--- config.mk ---
export PLATFORM = sky130hd
export DESIGN_NAME = display_point_scheduler
export DESIGN_NICKNAME = d
export VERILOG_FILES = /design/src/rtl/display_point_scheduler.sv
export SDC_FILE = /design/constraint.sdc
export NUM_CORES = 1
export LEC_CHECK = 0
export BUFFER_PORTS_ARGS = -buffer_cell sky130_fd_sc_hd__buf_2
export CORE_UTILIZATION = 40
export DETAILED_ROUTE_END_ITERATION = 10
export SLEW_MARGIN = 20
export SYNTH_ARGS = -nofsm -noshare
export SYNTH_HDL_FRONTEND = slang
export SYNTH_HIERARCHICAL = 1
export SYNTH_SLANG_ARGS = --single-unit
--- constraint.sdc ---
create_clock -name clk_i -period 6.2 [get_ports clk_i]
set_clock_uncertainty 0.15 [all_clocks]
set_input_delay 0.31 -clock clk_i [delete_from_list [all_inputs] [get_ports clk_i]]
set_output_delay 0.31 -clock clk_i [all_outputs]
set_load 0.01 [all_outputs]
--- src/rtl/display_point_scheduler.sv ---
// rtl/display_point_scheduler.sv - two-source point arbiter, shared FIFO and paced strobe issue (optional FRAME_POINT_COUNT_EN)

module display_point_fifo #(
    parameter int WIDTH = 20,
    parameter int AW    = 4
) (
    input  logic             clk_i,
    input  logic             rst_i,
    input  logic             flush_i,
    input  logic             push_i,
    input  logic [WIDTH-1:0] wdata_i,
    input  logic             pop_i,
    output logic [WIDTH-1:0] rdata_o,
    output logic [AW:0]      level_o,
    output logic             full_o,
    output logic             empty_o
);
    localparam int          DEPTH   = 1 << AW;
    localparam logic [AW:0] DEPTH_L = (AW + 1)'(DEPTH);

    logic [WIDTH-1:0] mem [DEPTH];
    logic [AW-1:0]    wr_ptr;
    logic [AW-1:0]    rd_ptr;
    logic [AW:0]      level;
    logic             do_push;
    logic             do_pop;

    // A flush cycle swallows any push or pop so the queue ends up truly empty
    always_comb begin
        full_o  = (level == DEPTH_L);
        empty_o = (level == '0);
        do_push = push_i && !full_o && !flush_i;
        do_pop  = pop_i && !empty_o && !flush_i;
        rdata_o = mem[rd_ptr];
        level_o = level;
    end

    // Storage array; contents need no reset because level guards every read
    always_ff @(posedge clk_i) begin
        if (do_push) begin
            mem[wr_ptr] <= wdata_i;
        end
    end

    // Pointers wrap naturally at the depth; occupancy is tracked separately
    always_ff @(posedge clk_i or posedge rst_i) begin
        if (rst_i) begin
            wr_ptr <= '0;
            rd_ptr <= '0;
            level  <= '0;
        end else if (flush_i) begin
            wr_ptr <= '0;
            rd_ptr <= '0;
            level  <= '0;
        end else begin
            if (do_push) begin
                wr_ptr <= wr_ptr + 1'b1;
            end
            if (do_pop) begin
                rd_ptr <= rd_ptr + 1'b1;
            end
            case ({do_push, do_pop})
                2'b10:   level <= level + 1'b1;
                2'b01:   level <= level - 1'b1;
                default: level <= level;
            endcase
        end
    end
endmodule

module display_point_scheduler #(
    parameter int X_WIDTH = 10,
    parameter int Y_WIDTH = 10,
    parameter int FIFO_AW = 4,
    parameter int MIN_GAP = 3
) (
    input  logic               clk_i,
    input  logic               rst_i,
    input  logic               req0_valid_i,
    output logic               req0_ready_o,
    input  logic [X_WIDTH-1:0] req0_x_i,
    input  logic [Y_WIDTH-1:0] req0_y_i,
    input  logic               req1_valid_i,
    output logic               req1_ready_o,
    input  logic [X_WIDTH-1:0] req1_x_i,
    input  logic [Y_WIDTH-1:0] req1_y_i,
    input  logic               newline_i,
    input  logic               flush_i,
    output logic               strobe_o,
    output logic [X_WIDTH-1:0] x_o,
    output logic [Y_WIDTH-1:0] y_o,
    output logic [FIFO_AW:0]   level_o
`ifdef FRAME_POINT_COUNT_EN
    ,
    input  logic               newframe_i,
    output logic [15:0]        points_o
`endif
);
    localparam int PW    = X_WIDTH + Y_WIDTH;
    localparam int GAP_W = $clog2(MIN_GAP + 2);

    typedef enum logic [0:0] {
        ST_IDLE,
        ST_GAP
    } issue_state_t;

    issue_state_t     state;
    logic [GAP_W-1:0] gap_cnt;
    logic             last_grant;
    logic             gnt0;
    logic             gnt1;
    logic             can_accept;
    logic             push;
    logic [PW-1:0]    push_data;
    logic             pop;
    logic [PW-1:0]    head;
    logic             fifo_full;
    logic             fifo_empty;

    // Round-robin: on a tie the requester that did not win last time is served
    always_comb begin
        can_accept = !fifo_full && !flush_i;
        gnt0       = can_accept && req0_valid_i && (!req1_valid_i || last_grant);
        gnt1       = can_accept && req1_valid_i && (!req0_valid_i || !last_grant);
        push       = gnt0 || gnt1;
        push_data  = gnt1 ? {req1_y_i, req1_x_i} : {req0_y_i, req0_x_i};
        pop        = (state == ST_IDLE) && !fifo_empty && !newline_i && !flush_i;
    end

    assign req0_ready_o = gnt0;
    assign req1_ready_o = gnt1;

    // Remember the last winner; reset value lets requester 0 take the first tie
    always_ff @(posedge clk_i or posedge rst_i) begin
        if (rst_i) begin
            last_grant <= 1'b1;
        end else if (gnt0) begin
            last_grant <= 1'b0;
        end else if (gnt1) begin
            last_grant <= 1'b1;
        end
    end

    display_point_fifo #(
        .WIDTH (PW),
        .AW    (FIFO_AW)
    ) u_fifo (
        .clk_i   (clk_i),
        .rst_i   (rst_i),
        .flush_i (flush_i),
        .push_i  (push),
        .wdata_i (push_data),
        .pop_i   (pop),
        .rdata_o (head),
        .level_o (level_o),
        .full_o  (fifo_full),
        .empty_o (fifo_empty)
    );

    // Issue FSM: pop the head into the output register, then sit out MIN_GAP cycles
    always_ff @(posedge clk_i or posedge rst_i) begin
        if (rst_i) begin
            state    <= ST_IDLE;
            gap_cnt  <= '0;
            strobe_o <= 1'b0;
            x_o      <= '0;
            y_o      <= '0;
        end else begin
            strobe_o <= pop;
            case (state)
                ST_IDLE: begin
                    if (pop) begin
                        x_o <= head[X_WIDTH-1:0];
                        y_o <= head[PW-1:X_WIDTH];
                        if (MIN_GAP != 0) begin
                            state   <= ST_GAP;
                            gap_cnt <= GAP_W'(MIN_GAP);
                        end
                    end
                end
                ST_GAP: begin
                    if (gap_cnt <= GAP_W'(1)) begin
                        state   <= ST_IDLE;
                        gap_cnt <= '0;
                    end else begin
                        gap_cnt <= gap_cnt - 1'b1;
                    end
                end
                default: begin
                    state   <= ST_IDLE;
                    gap_cnt <= '0;
                end
            endcase
        end
    end

`ifdef FRAME_POINT_COUNT_EN
    logic [15:0] frame_cnt;
    logic [15:0] frame_cnt_next;

    // Saturating count that already includes a strobe in the current cycle
    always_comb begin
        frame_cnt_next = frame_cnt;
        if (strobe_o && (frame_cnt != 16'hFFFF)) begin
            frame_cnt_next = frame_cnt + 16'd1;
        end
    end

    // Snapshot the per-frame total on newframe_i and restart counting
    always_ff @(posedge clk_i or posedge rst_i) begin
        if (rst_i) begin
            frame_cnt <= '0;
            points_o  <= '0;
        end else if (newframe_i) begin
            points_o  <= frame_cnt_next;
            frame_cnt <= '0;
        end else begin
            frame_cnt <= frame_cnt_next;
        end
    end
`endif
endmodule

==> flow_summary_export.csv <==
group,metric,value,unit
layout,area_delta_synth_final,15.1,%
hold_path,min_path_type,"in2reg",
critical_path,r2r-end,"u_fifo/level_o[4]",
clocking,cts.htree.levels,2,
clocking,clockBufferDepth,3,
sta,fin_ws,1.95,ns
grt,grt_pass1_vias,7108,
routing,firstDrtPassIters,5,
hold_path,min_to,"u_fifo/wr_ptr[2]",
routing,drt-total-wl,34000,um
floorplanning,core_area,0.0356,mm2
yosys,syn_area,0.0144,mm2
layout,drive_above_1_share,0.362,
yosys,synthArstFlopShare,0.109,
sta,max-slew-margin-rel,0.318,
critical_path,cp_common_cell,"nor2_1",
routing,drt_iter0_drc,526,
yosys,synth-edff-count,320,
clocking,cts_setup_buffers,0,
layout,seq_area,0.0106,mm2
clocking,path_clk_slew,0.06,ns
routing,antenna_left,0,
floorplanning,fp.dieW,192,um
layout,nFillCells,2913,
grt,overflow,0,
floorplanning,die_h,192,um
layout,final_common_cell,"edfxtp_1",
placed_design,place_congestion,0.831,
critical_path,crit_fanout,22,
grt,antenna_found_initial,0,
hold_path,hold_depth,2,
yosys,avgSynthCellArea,21.9,um2
yosys,ys.flop_type,"edfxtp_1",
clocking,insertion_delay,0.52,ns
routing,vias,6950,
floorplanning,initial_utilization,0.406,
sta,drv_slew,0,
sta,clock.fmax,235,MHz
placed_design,post-dp-hpwl,21400,um
floorplanning,fp.dieArea,0.0368,mm2
clocking,holdBufCountCts,3,
pwr,p_leak,5.46,nW
critical_path,worstPathRequired,6.47,ns
clocking,cts_root_buffer,"clkbuf_16",
placed_design,dp_slack,1.97,ns
grt,grt_pass1_wl,48000,um
routing,wire_per_inst,27.3,um
floorplanning,io_pins,74,
hold_path,hp-start,"flush_i",
pwr,vdd_drop_max,0.239,mV
critical_path,rrSetupSlack,1.95,ns
yosys,ys_types,52,
critical_path,critPathKind,"reg2reg",
routing,drc,0,
yosys,yosys.area.top_type,"edfxtp_1",
grt,grt_usage,0.188,
sta,tns,0,ns
critical_path,crit_path_max_incr_delay,0.75,ns
sta,period_share,0.686,
placed_design,placed_cell_area,0.0153,mm2
yosys,synth.area.top_cells,"edfxtp_1 (67%), mux4_2 (12%), dfrtp_1 (6.6%)",
sta,report.final.setup_viol,0,
clocking,cts-resized-gates,0,
sta,hold_viol_final,0,
routing,via_per_inst,5.60,
sta,worst_slew_pin_slew,1.02,ns
layout,multi_input_area,0.00373,mm2
pwr,power_density,327,mW/mm2
critical_path,reg2reg_depth,14,
grt,grt_max_degree,44,
critical_path,critPathSlowestCell,"or4_1",
yosys,netlist_instances,659,
placed_design,dp.cells,1170,
yosys,synth_nets,716,
clocking,clock_sinks,359,
floorplanning,row_count,69,
run_status,outcome,"finished, final reports clean",
critical_path,path_cells,"or4_1 -> nor2_1 -> nor2_1 -> nand3_2 -> buf_4 -> nand2b_1 -> nand2_1 -> or3b_1 -> inv_1 -> ha_1 -> nor2b_1 -> o22a_1 -> a211o_1 -> a31oi_1",
job,drv_cap,0,
yosys,ys_seq_area_frac,0.734,
yosys,yosys_warnings,6,
layout,final_cell_mix,"edfxtp_1 (320), mux4_2 (75), buf_2 (73)",
sta,rsz0062_at_grt,"no",
layout,design_area,0.0166,mm2
critical_path,timing.rr.start,"u_fifo/level_o[0]",
layout,fin_cells,1242,
layout,nets,809,
critical_path,cp-start-kind,"register",
critical_path,endpoint_kind,"register",
yosys,post-synth-top-area-fraction,0.666,
clocking,cts_made_buffers,38,
sta,fin_crit,4.25,ns
clocking,cts_tree,"built",
yosys,yosys_register_bits,359,
critical_path,crit_arrival,4.52,ns
placed_design,io_buffer_count,73,
[sequential cells by signal (all words and copies together) (netlist names)]
register and flops:
y_o 10, x_o 10, last_grant 1, state 1, u_fifo/level_o 5, u_fifo/rd_ptr 4
u_fifo/mem 320, u_fifo/wr_ptr 4, strobe_o 1, gap_cnt 3
[final cells by class]
| class | count | share of cell area |
|---|---|---|
| Sequential cell | 359 | 0.638 |
| Multi-Input combinational cell | 256 | 0.224 |
| Tap cell | 461 | 0.0347 |
| Clock inverter | 20 | 0.0121 |
| Inverter | 13 | 0.00294 |
| Clock buffer | 48 | 0.0608 |
| Antenna cell | 1 | 0.000151 |
| Timing Repair Buffer | 84 | 0.0274 |
[power by group]
part	switching (mW)	internal (mW)	total, mW	leakage [nW]
registers	0.0535	2.75	2.81	3.38
clock network	0.878	1.32	2.20	0.587
logic	0.246	0.175	0.421	1.50
[logic make-up after synthesis]
kind of cell | Yosys count | synth area share
xor gates and xnor gates | 6 | 0.00364
and+or+nand+nor | 71 | 0.0250
buffers and inverters | 44 | 0.0168
DFF | 359 | 0.734
AOI/OAI and AO/OA | 21 | 0.0120
muxes | 147 | 0.199
adders and majority gates | 11 | 0.0101
[layer usage]
metal,GRT usage,wire [um],vias up
met2,0.318,17600,260
met3,0.0373,2120,45
li1,-,-,2934
met5,0,0,-
met4,0.0549,708,0
met1,0.245,13600,3711
[metrics by stage]
stage	hold slack [ns]	utilization	power, mW
after global placement	0.248	0.430	3.26
after CTS	0.0550	0.465	5.48
after global routing	0.0804	0.467	5.60
final	0.0666	0.467	5.42
after floorplan	0.0370	-	3.08
after detailed placement	0.246	0.430	3.28
[worst max-delay path, delay by kind of cell, from the launching register on]
family	cells	cell delay (ns)
flops	1	0.44
simple gates	8	2.09
buf+inv	2	0.52
fa+ha+maj	1	0.29
compound gates	3	0.67
[synth_stat cells, types with 3 or more instances]
| library cell | n |
|---|---|
| buf_4 | 3 |
| edfxtp_1 | 320 |
| mux2i_1 | 4 |
| buf_6 | 8 |
| clkbuf_1 | 10 |
| buf_2 | 5 |
| mux4_1 | 25 |
| xor2_1 | 4 |
| mux2_2 | 43 |
| ha_1 | 10 |
| nand3_1 | 3 |
| nand2b_1 | 4 |
| nor2b_1 | 3 |
| mux4_2 | 75 |
| nand2_1 | 10 |
| inv_1 | 13 |
| dfrtp_1 | 38 |
| nor2_1 | 36 |
| buf_1 | 5 |
[worst max path at each step]
stage | start | slack (ns) | cells past startpoint | end
after CTS | u_fifo/level_o[0] | 1.95 | 14 | u_fifo/level_o[4]
after detailed placement | u_fifo/level_o[0] | 1.97 | 14 | u_fifo/level_o[4]
after global routing | u_fifo/level_o[0] | 1.67 | 14 | u_fifo/level_o[4]
after global placement | u_fifo/level_o[0] | 2.11 | 14 | u_fifo/level_o[4]
final | u_fifo/level_o[0] | 1.95 | 14 | u_fifo/level_o[4]
after floorplan | u_fifo/level_o[4] | 2.45 | 15 | u_fifo/level_o[4]
No activity file was read; power rests on OpenSTA's default activity.
